[config.mk]
export PLATFORM = sky130hd
export DESIGN_NAME = stall_ctrl
export DESIGN_NICKNAME = d
export VERILOG_FILES = /design/src/rtl/hazard_pkg.sv /design/src/rtl/md_busy_timer.sv /design/src/rtl/stall_ctrl.sv
export SDC_FILE = /design/constraint.sdc
export NUM_CORES = 1
export LEC_CHECK = 0
export CAP_MARGIN = 15
export CORE_AREA = 2 2 45 47
export DETAILED_ROUTE_END_ITERATION = 12
export DIE_AREA = 0 0 47 49
export MAX_ROUTING_LAYER = met4
export PLACE_DENSITY_LB_ADDON = 0.25
export SYNTH_ARGS = -nofsm -noshare
export SYNTH_HDL_FRONTEND = slang
export SYNTH_SLANG_ARGS = --single-unit
[constraint.sdc]
create_clock -name clk -period 4.85 [get_ports clk]
set_clock_uncertainty 0.15 [all_clocks]
set_input_delay 0.97 -clock clk [delete_from_list [all_inputs] [get_ports clk]]
set_output_delay 0.97 -clock clk [all_outputs]
set_load 0.01 [all_outputs]
[src/rtl/hazard_pkg.sv]
// Shared hazard-detection constants: Tuse/Tnew codes, register-zero index and
// default mult/div latencies used by stall_ctrl and md_busy_timer.
package hazard_pkg;

    localparam logic [1:0] TUSE_NONE = 2'd3;
    localparam logic [1:0] TNEW_ALU  = 2'd1;
    localparam logic [1:0] TNEW_LOAD = 2'd2;
    localparam logic [4:0] REG_ZERO  = 5'd0;

    localparam int MULT_CYC_DFLT = 5;
    localparam int DIV_CYC_DFLT  = 10;

    localparam logic [0:0] MD_IDLE = 1'b0;
    localparam logic [0:0] MD_BUSY = 1'b1;

endpackage

[src/rtl/md_busy_timer.sv]
// Mult/div busy timer: IDLE/BUSY FSM with a down-counter loaded on md_start.
// md_busy is high while the counter is non-zero.
module md_busy_timer
    import hazard_pkg::*;
#(
    parameter int MULT_CYC = MULT_CYC_DFLT,
    parameter int DIV_CYC  = DIV_CYC_DFLT,
    parameter int CNT_W    = 4
) (
    input  logic clk,
    input  logic reset,
    input  logic md_start,
    input  logic md_is_div,
    output logic md_busy
);

    logic [0:0]       state_q, state_d;
    logic [CNT_W-1:0] cnt_q,   cnt_d;

    always_comb begin
        // NOTE: defaults first so no path through the case leaves a latch.
        state_d = state_q;
        cnt_d   = cnt_q;
        case (state_q)
            MD_IDLE: begin
                if (md_start) begin
                    state_d = MD_BUSY;
                    cnt_d   = md_is_div ? CNT_W'(DIV_CYC) : CNT_W'(MULT_CYC);
                end
            end
            MD_BUSY: begin
                // A second md_start while busy is a protocol error and is ignored.
                cnt_d = cnt_q - CNT_W'(1);
                if (cnt_q == CNT_W'(1)) state_d = MD_IDLE;
            end
            default: begin
                state_d = MD_IDLE;
                cnt_d   = '0;
            end
        endcase
    end

    // NOTE: state uses non-blocking assignments and async reset so md_busy drops at once.
    always_ff @(posedge clk or posedge reset) begin
        if (reset) begin
            state_q <= MD_IDLE;
            cnt_q   <= '0;
        end else begin
            state_q <= state_d;
            cnt_q   <= cnt_d;
        end
    end

    assign md_busy = (cnt_q != '0);

endmodule

[src/rtl/stall_ctrl.sv]
// Pipeline stall/flush controller: D-stage RAW hazards (Tuse/Tnew) plus mult/div busy.
// Optional STALL_STAT_EN adds a saturating stall_cnt output.
module stall_ctrl
    import hazard_pkg::*;
#(
    parameter int MULT_CYC = MULT_CYC_DFLT,
    parameter int DIV_CYC  = DIV_CYC_DFLT,
    parameter int CNT_W    = 4
`ifdef STALL_STAT_EN
    ,
    parameter int STAT_W   = 32
`endif
) (
    input  logic       clk,
    input  logic       reset,
    input  logic [4:0] id_rs,
    input  logic [4:0] id_rt,
    input  logic [1:0] id_tuse_rs,
    input  logic [1:0] id_tuse_rt,
    input  logic       id_is_md,
    input  logic [4:0] ex_wreg,
    input  logic [1:0] ex_tnew,
    input  logic [4:0] mem_wreg,
    input  logic [1:0] mem_tnew,
    input  logic       md_start,
    input  logic       md_is_div,
    output logic       pc_en,
    output logic       ifid_en,
    output logic       idex_clr,
    output logic       md_busy
`ifdef STALL_STAT_EN
    ,
    output logic [STAT_W-1:0] stall_cnt
`endif
);

    logic rs_stall, rt_stall, md_stall, stall;

    // Equal Tnew/Tuse is covered by forwarding, hence strict greater-than.
    assign rs_stall = (id_rs != REG_ZERO) &&
                      (((id_rs == ex_wreg)  && (ex_tnew  > id_tuse_rs)) ||
                       ((id_rs == mem_wreg) && (mem_tnew > id_tuse_rs)));
    assign rt_stall = (id_rt != REG_ZERO) &&
                      (((id_rt == ex_wreg)  && (ex_tnew  > id_tuse_rt)) ||
                       ((id_rt == mem_wreg) && (mem_tnew > id_tuse_rt)));
    assign md_stall = id_is_md && (md_start || md_busy);
    assign stall    = rs_stall || rt_stall || md_stall;

    assign pc_en    = ~stall;
    assign ifid_en  = ~stall;
    assign idex_clr = stall;

    md_busy_timer #(
        .MULT_CYC (MULT_CYC),
        .DIV_CYC  (DIV_CYC),
        .CNT_W    (CNT_W)
    ) u_md_busy_timer (
        .clk       (clk),
        .reset     (reset),
        .md_start  (md_start),
        .md_is_div (md_is_div),
        .md_busy   (md_busy)
    );

`ifdef STALL_STAT_EN
    logic [STAT_W-1:0] stall_cnt_q, stall_cnt_d;

    always_comb begin
        stall_cnt_d = stall_cnt_q;
        if (stall && (stall_cnt_q != '1)) stall_cnt_d = stall_cnt_q + STAT_W'(1);
    end

    always_ff @(posedge clk or posedge reset) begin
        if (reset) stall_cnt_q <= '0;
        else       stall_cnt_q <= stall_cnt_d;
    end

    assign stall_cnt = stall_cnt_q;
`endif

endmodule
* Word level (Yosys, flattened, before mapping) *
Index checks and enable logic that the tools add are counted.

storage, ports and cells
  logic and storage cells = 36
  flip-flop bits (word level) = 5
  output and inout bits = 4
  input bits = 33

cells by class
  $lt $le $gt $ge = 4
  multiplexer cells = 6
  reductions and logical operators = 15
  bitwise operators = 2
  eq/ne operators = 6
  add/subtract/negate cells = 1

operators with widths
  operator                                                                count
  5-bit equality test                                                     4
  5-bit nonzero test                                                      2
  2-bit greater-than comparator                                           4
  4-bit 2-to-1 mux                                                        2
  4-bit case mux with 2 select lines                                      1
  1-bit logical AND                                                       7
  1-bit logical OR                                                        5
  4-bit by 1-bit equality test with 1-bit output (second input constant)  1
  4-bit nonzero test                                                      1
  4-bit by 1-bit subtractor with 4-bit output (second input constant)     1
  1-bit 2-to-1 mux                                                        2
  2-bit != test (second input constant)                                   1
  1-bit NOT                                                               2
  1-bit case mux with 2 select lines                                      1

* Longest topological paths before layout *
Gate-level depths: netlist of the first run.

  depth in word-level cells = 7
  gate-level depth with buffers = 8
  depth with buffers taken out = 7

* Cells and area by module *
A second synthesis of the first run with hierarchy kept.

unflattened totals
  cells, all modules = 91
  area total of the unflattened synthesis = 749.5 µm²

modules (own cells, without submodules)
  module         times used  cells an instance  sequential area each (µm²)  area an instance (µm²)
  stall_ctrl     1           59                 0.0                         449.2
  md_busy_timer  1           32                 125.1                       300.3

* Least setup slack after synthesis of the first run *
No wires, ideal clock.

  kind = input to output
  from = input id_tuse_rs[1]
  to = output pc_en
  cell stages on the path = 8
  setup slack = 1.531 ns
  data arrival time = 2.199 ns
  buffers on the path = 1
  required time = 3.730 ns
  cell sequence = inv_1 > ha_1 > nand2_1 > nand4_1 > nor4_2 > o22ai_1 > and3_1 > buf_4

on the way
  cells in the longest elaborated chain, start to end = 7
  elaborated cells between the ends (all ways) = 9
  classes of those cells = order compare: 2; bitwise: 1; reduce/logical: 6

ends and longest elaborated chain
  item                                              RTL line                            RTL
  start: declaration                                stall_ctrl.sv:18                    input logic [1:0] id_tuse_rs,
  2-bit greater-than comparator (on tied branches)  stall_ctrl.sv:41, stall_ctrl.sv:42
  1-bit logical AND (on tied branches)              stall_ctrl.sv:41, stall_ctrl.sv:42
  1-bit logical OR *                                stall_ctrl.sv:41                    (((id_rs == ex_wreg) && (ex_tnew > id_tuse_rs)) ||
  1-bit logical AND *                               stall_ctrl.sv:40                    assign rs_stall = (id_rs != REG_ZERO) &&
  1-bit logical OR * (2 in a row)                   stall_ctrl.sv:47                    assign stall = rs_stall || rt_stall || md_stall;
  1-bit NOT *                                       -
  end: declaration                                  stall_ctrl.sv:27                    output logic pc_en,

Every way passes the cells marked *; elsewhere a longest branch is shown, timed or not.

* Worst setup path after layout of the first run *
  from = input id_tuse_rt[1]
  to = output ifid_en

on the way
  cells in the longest elaborated chain, start to end = 7
  elaborated cells between the ends (all ways) = 9
  classes of those cells = order compare: 2; bitwise: 1; reduce/logical: 6

ends and longest elaborated chain
  item                                              RTL line                            RTL
  start: declaration                                stall_ctrl.sv:19                    input logic [1:0] id_tuse_rt,
  2-bit greater-than comparator (on tied branches)  stall_ctrl.sv:44, stall_ctrl.sv:45
  1-bit logical AND (on tied branches)              stall_ctrl.sv:44, stall_ctrl.sv:45
  1-bit logical OR *                                stall_ctrl.sv:44                    (((id_rt == ex_wreg) && (ex_tnew > id_tuse_rt)) ||
  1-bit logical AND *                               stall_ctrl.sv:43                    assign rt_stall = (id_rt != REG_ZERO) &&
  1-bit logical OR * (2 in a row)                   stall_ctrl.sv:47
  1-bit NOT *                                       stall_ctrl.sv:50                    assign ifid_en = ~stall;
  end: declaration                                  stall_ctrl.sv:28                    output logic ifid_en,

Marked as above.

==> impl_metrics.env, run 1 <==
export IMPL_gp_congestion=0.819
export IMPL_ir_drop_mv=0.274
export IMPL_fin_crit_sh=0.875
export IMPL_cts_tree="done"
export IMPL_worst_hold_path_type="flop to flop"
export IMPL_grt_max_degree=12
export IMPL_p_total_mw=0.296
export IMPL_start_util=0.402
export IMPL_required_ns=3.73
export IMPL_crit_path_end_kind="primary output"
export IMPL_dieArea_um2=2300
export IMPL_dpl_hpwl_um=1690
export IMPL_tns_ns=0
export IMPL_synth_largest_area_cell="ha_1"
export IMPL_ys_seq_area_frac=0.169
export IMPL_die_x_um=47
export IMPL_post_cts_buffers=0
export IMPL_p_leak_nw=0.479
export IMPL_crit_top_cell="clkdlybuf4s50_1"
export IMPL_wl_per_cell_um=12.1
export IMPL_yosysWarnings=0
export IMPL_synthToLayoutAreaGrowth_pct=55.2
export IMPL_cp_slowest_cell="clkdlybuf4s50_1"
export IMPL_setup_viol=0
export IMPL_async_flop_share=1.00
export IMPL_die_y_um=49
export IMPL_ant_nets=0
export IMPL_synth_nets=136
export IMPL_max_slew_margin=0.789
export IMPL_route_detailed_drc=0
export IMPL_worstPathMaxFanout=2
export IMPL_cts_buffers=3
export IMPL_syn_area_um2=741
export IMPL_drt_iter0_drc=9
export IMPL_cts_root_buf="clkbuf_4"
export IMPL_fin_nets=175
export IMPL_cp_slowest_stage_delay_ns=0.54
export IMPL_max_cap_violations=0
export IMPL_synth_top_area_frac=0.186
export IMPL_vias=772
export IMPL_synth_common_cells="xnor2_1, inv_1, ha_1"
export IMPL_tightest_slew_ns=0.316
export IMPL_crit_arrival_ns=3.12
export IMPL_vias_per_cell=4.92
export IMPL_port_buffers=36
export IMPL_grt_pass1_wl_um=2980
export IMPL_holdBufCountCts=0
export IMPL_cts_sinks=5
export IMPL_postSynthCellCount=92
export IMPL_post_cts_resized=0
export IMPL_crit_chain="clkdlybuf4s50_1, inv_1, ha_1, nor2b_1, o21ai_0, a2111oi_1, o22ai_1, and3_1, clkdlybuf4s50_1"
export IMPL_grt_pass1_vias=711
export IMPL_grt_ovfl_total=0
export IMPL_avgSynthCellArea_um2=8.05
export IMPL_fin_crit_ns=4.24
export IMPL_power_density_nw_per_um2=257
export IMPL_synth_most_common_cell="xnor2_1"
export IMPL_core_um2=1840
export IMPL_rows=16
export IMPL_synthTopCellsByArea="ha_1, dfrtp_1, xnor2_1, xor2_1, inv_1"
export IMPL_yosys_most_used_dff="dfrtp_1"
export IMPL_whs_path_depth=1
export IMPL_dr_pass1_iters=4
export IMPL_drv_slew=0
export IMPL_drive_gt1_frac=0.0385
export IMPL_io_pins=37
export IMPL_htreeDepth=1
export IMPL_path_clk_slew_ns=0.05
export IMPL_insertion_delay_ns=0.25
export IMPL_fmax_mhz=236
export IMPL_antenna_found_initial=0
export IMPL_groute_usage_overall=0.183
export IMPL_reg2reg_depth=5
export IMPL_startpoint_type="primary input"
export IMPL_drt_total_wl_um=1910
export IMPL_rsz0062_at_grt="no"
export IMPL_status="finished clean"
export IMPL_synth_seq_cells=5
export IMPL_synth_edf_count=0
export IMPL_num_antenna_cells=0
export IMPL_synth_cell_type_count=26
export IMPL_hold_violations=0
export IMPL_crit_type="primary input to primary output"
export IMPL_clk_path_buf_depth=2
## per-layer routing
metal  GRT usage  vias to the layer above  wire (um)
met4      0.0370                        0          0
li1            -                      397          -
met2       0.292                       32        966
met5           -                        -          0
met1       0.220                      343        813
met3      0.0593                        0        126
## worst max-delay path, delay by kind of cell
| family | cells | cell delay, ns |
|---|---|---|
| AO/OA/AOI/OAI | 3 | 0.47 |
| adder cells (fa/ha/maj) | 1 | 0.30 |
| buffers and inverters | 3 | 1.04 |
| AND/OR/NAND/NOR | 2 | 0.34 |
## cells by family after synthesis
| group | after synthesis | synth area share |
|---|---|---|
| buf+inv | 14 | 0.0760 |
| flops | 5 | 0.169 |
| mux | 1 | 0.0135 |
| simple gates | 24 | 0.179 |
| compound gates | 16 | 0.128 |
| xor+xnor | 21 | 0.248 |
| fa+ha+maj | 11 | 0.186 |
## report_power, final
part | internal, mW | switching [mW] | total (mW)
Sequential | 0.0638 | 0.0259 | 0.0896
Combinational | 0.0864 | 0.0685 | 0.155
Clock | 0.0313 | 0.0201 | 0.0514
## final timing paths
check                                          from                        to  slack, ns
setup / recovery                      id_tuse_rt[1]                   ifid_en       0.61
hold / removal             u_md_busy_timer.cnt_q[0]  u_md_busy_timer.cnt_q[0]       0.41
setup reg to reg           u_md_busy_timer.cnt_q[0]  u_md_busy_timer.cnt_q[2]       3.52
hold reg to reg            u_md_busy_timer.cnt_q[0]  u_md_busy_timer.cnt_q[0]       0.41
max in group asynchronous                     reset  u_md_busy_timer.cnt_q[0]       3.61
min in group asynchronous                     reset  u_md_busy_timer.cnt_q[3]       0.77
## cell type report
| cell class | instances | area (um^2) |
|---|---|---|
| clock buffers | 4 | 26.3 |
| repair buffers | 36 | 360 |
| well taps | 27 | 33.8 |
| flip-flops and latches | 5 | 125 |
| multi-input cells | 73 | 559 |
| inverters | 12 | 45.0 |
| fillers | 184 | 692 |
## placed cells by master, fill, tap and decap left out, types with 3 or more instances in the layout
master,netlist,final
o21ai_0,4,4
nor2_1,3,3
nand3_1,3,3
dfrtp_1,5,5
ha_1,11,11
inv_1,12,12
clkdlybuf4s50_1,0,36
a21oi_1,6,6
xor2_1,8,8
clkbuf_4,0,3
nand2_1,6,6
nand4_1,3,3
xnor2_1,13,13
## registers in the layout, indices dropped and copies added (netlist names)
signal and cells:
u_md_busy_timer.cnt_q 4, u_md_busy_timer.state_q 1
## per-stage QoR
stage | area, um^2 | utilization | hold WS, ns | instances | worst slack [ns]
after floorplan | 741 | - | 0.357 | 92 | 1.53
after global placement | 1120 | 0.610 | 0.394 | 153 | 0.683
after detailed placement | 1120 | 0.610 | 0.400 | 153 | 0.595
after CTS | 1150 | 0.624 | 0.410 | 157 | 0.591
after global routing | 1150 | 0.624 | 0.464 | 157 | 0.507
final | 1150 | 0.624 | 0.411 | 157 | 0.606
(Power assumes the default switching activity.)
==> run 2: changes to the inputs <==
Settings changed: CORE_AREA 2 2 45 47 to 2 2 47 49, CTS_CLUSTER_DIAMETER from default to 40, DIE_AREA 0 0 47 49 to 0 0 49 51.
Clock period 4.85 ns to 4.1 ns, I/O delays scaled along.
==> impl_metrics.env, run 2 (synthesis results as in run 1) <==
export IMPL_status="finished clean"
export IMPL_p_leak_nw=0.479
export IMPL_crit_path_end_kind="primary output"
export IMPL_dr_pass1_iters=4
export IMPL_crit_top_cell="clkdlybuf4s50_1"
export IMPL_grt_pass1_wl_um=3230
export IMPL_wl_per_cell_um=12.3
export IMPL_insertion_delay_ns=0.24
export IMPL_clk_path_buf_depth=2
export IMPL_hold_violations=0
export IMPL_fillers=203
export IMPL_dp_cells=154
export IMPL_grt_pass1_vias=773
export IMPL_crit_chain="clkdlybuf4s50_1, inv_1, ha_1, nor2b_1, o21ai_0, a2111oi_1, o22ai_1, and3_1, clkdlybuf4s50_1"
export IMPL_post_cts_buffers=0
export IMPL_final_cell_mix="clkdlybuf4s50_1, xnor2_1, inv_1, ha_1, xor2_1"
export IMPL_p_comb_frac=0.528
export IMPL_post_cts_resized=0
export IMPL_top_regs="u_md_busy_timer.cnt_q: 4 flops, u_md_busy_timer.state_q: 1 flops"
export IMPL_clkPwrFrac=0.168
export IMPL_power_switching_mw=0.134
export IMPL_startpoint_type="primary input"
export IMPL_cts_buffers=3
export IMPL_core_um2=2060
export IMPL_drive_gt1_frac=0.0385
export IMPL_power_density_nw_per_um2=302
export IMPL_ant_nets=0
export IMPL_fin_crit_sh=0.958
export IMPL_crit_arrival_ns=2.96
export IMPL_max_slew_margin=0.784
export IMPL_num_antenna_cells=0
export IMPL_drt_iter0_drc=6
export IMPL_io_pins=37
export IMPL_holdBufCountCts=0
export IMPL_cp_slowest_stage_delay_ns=0.55
export IMPL_port_buffers=36
export IMPL_antenna_found_initial=0
export IMPL_die_y_um=51
export IMPL_fmax_mhz=255
export IMPL_die_x_um=49
export IMPL_required_ns=3.13
export IMPL_cts_sinks=5
export IMPL_stdcell_count=158
export IMPL_ir_drop_mv=0.314
export IMPL_htreeDepth=1
export IMPL_tns_ns=0
export IMPL_worst_hold_path_type="flop to flop"
export IMPL_dieArea_um2=2500
export IMPL_cts_tree="done"
export IMPL_largest_reg_flops=4
export IMPL_drv_slew=0
export IMPL_gp_congestion=0.849
export IMPL_synthToLayoutAreaGrowth_pct=55.4
export IMPL_layout_commonest_cell="clkdlybuf4s50_1"
export IMPL_route_detailed_drc=0
export IMPL_power_share_sequential=0.305
export IMPL_drt_total_wl_um=1950
export IMPL_fin_crit_ns=3.93
export IMPL_worstPathMaxFanout=2
export IMPL_rsz0062_at_grt="no"
export IMPL_crit_type="primary input to primary output"
export IMPL_vias_per_cell=4.85
export IMPL_intPower_mw=0.214
export IMPL_setup_viol=0
export IMPL_rows=17
export IMPL_top_register="u_md_busy_timer.cnt_q"
export IMPL_cp_slowest_cell="clkdlybuf4s50_1"
export IMPL_grt_max_degree=12
export IMPL_groute_usage_overall=0.171
export IMPL_cts_root_buf="clkbuf_4"
export IMPL_place_ws_ns=0.157
export IMPL_path_clk_slew_ns=0.04
export IMPL_netSwitchingFraction=0.384
export IMPL_dpl_hpwl_um=1710
export IMPL_tightest_slew_ns=0.324
export IMPL_max_cap_violations=0
export IMPL_vias=766
export IMPL_fin_ws_ns=0.172
export IMPL_grt_ovfl_total=0
export IMPL_fin_nets=175
export IMPL_start_util=0.359
## run 2: final cells by class
class                   instances  area, um^2  share of cell area
repair buffers                 36         360               0.313
multi-input cells              73         559               0.486
clock buffers                   4        26.3              0.0228
inverters                      12        45.0              0.0391
flip-flops and latches          5         125               0.109
well taps                      28        35.0              0.0304
## run 2: per-stage QoR
step	power, mW	hold slack [ns]	util	area, um^2
global route	0.382	0.452	0.558	1150
detailed placement	0.290	0.411	0.545	1120
CTS	0.351	0.421	0.558	1150
floorplan	0.214	0.357	-	741
finish	0.348	0.415	0.558	1150
global placement	0.282	0.395	0.545	1120
## run 2: worst paths after layout
| check | from | to | slack (ns) | depth (start not counted) |
|---|---|---|---|---|
| worst min register to register | u_md_busy_timer.cnt_q[0] | u_md_busy_timer.cnt_q[0] | 0.41 | 1 |
| worst min-delay path | u_md_busy_timer.cnt_q[0] | u_md_busy_timer.cnt_q[0] | 0.41 | 1 |
| min in group asynchronous | reset | u_md_busy_timer.cnt_q[3] | 0.63 | 2 |
| worst max register to register | u_md_busy_timer.cnt_q[0] | u_md_busy_timer.cnt_q[2] | 2.76 | 5 |
| worst max-delay path | id_tuse_rt[1] | ifid_en | 0.17 | 9 |
| max in group asynchronous | reset | u_md_busy_timer.cnt_q[0] | 2.99 | 2 |
## run 2: routing by layer
layer,GRT usage,share of wire,wire (um)
met1,0.187,0.42,814
met5,-,0,0
met3,0.0556,0.060,117
met4,0.0381,0,0
met2,0.304,0.52,1010
## run 2: critical path: cells and delay by family
family          cells  cell delay [ns]
fa+ha+maj           1             0.30
buf+inv             3             1.06
compound gates      3             0.44
simple gates        2             0.34
## run 2: power by group through the flow
stage / registers, mW / clock network, mW / logic [mW]
after floorplan: 0.0919 / 0 / 0.123
after CTS: 0.105 / 0.0608 / 0.185
after global routing: 0.111 / 0.0638 / 0.207
after global placement: 0.105 / 0 / 0.177
final: 0.106 / 0.0583 / 0.183
after detailed placement: 0.105 / 0 / 0.184
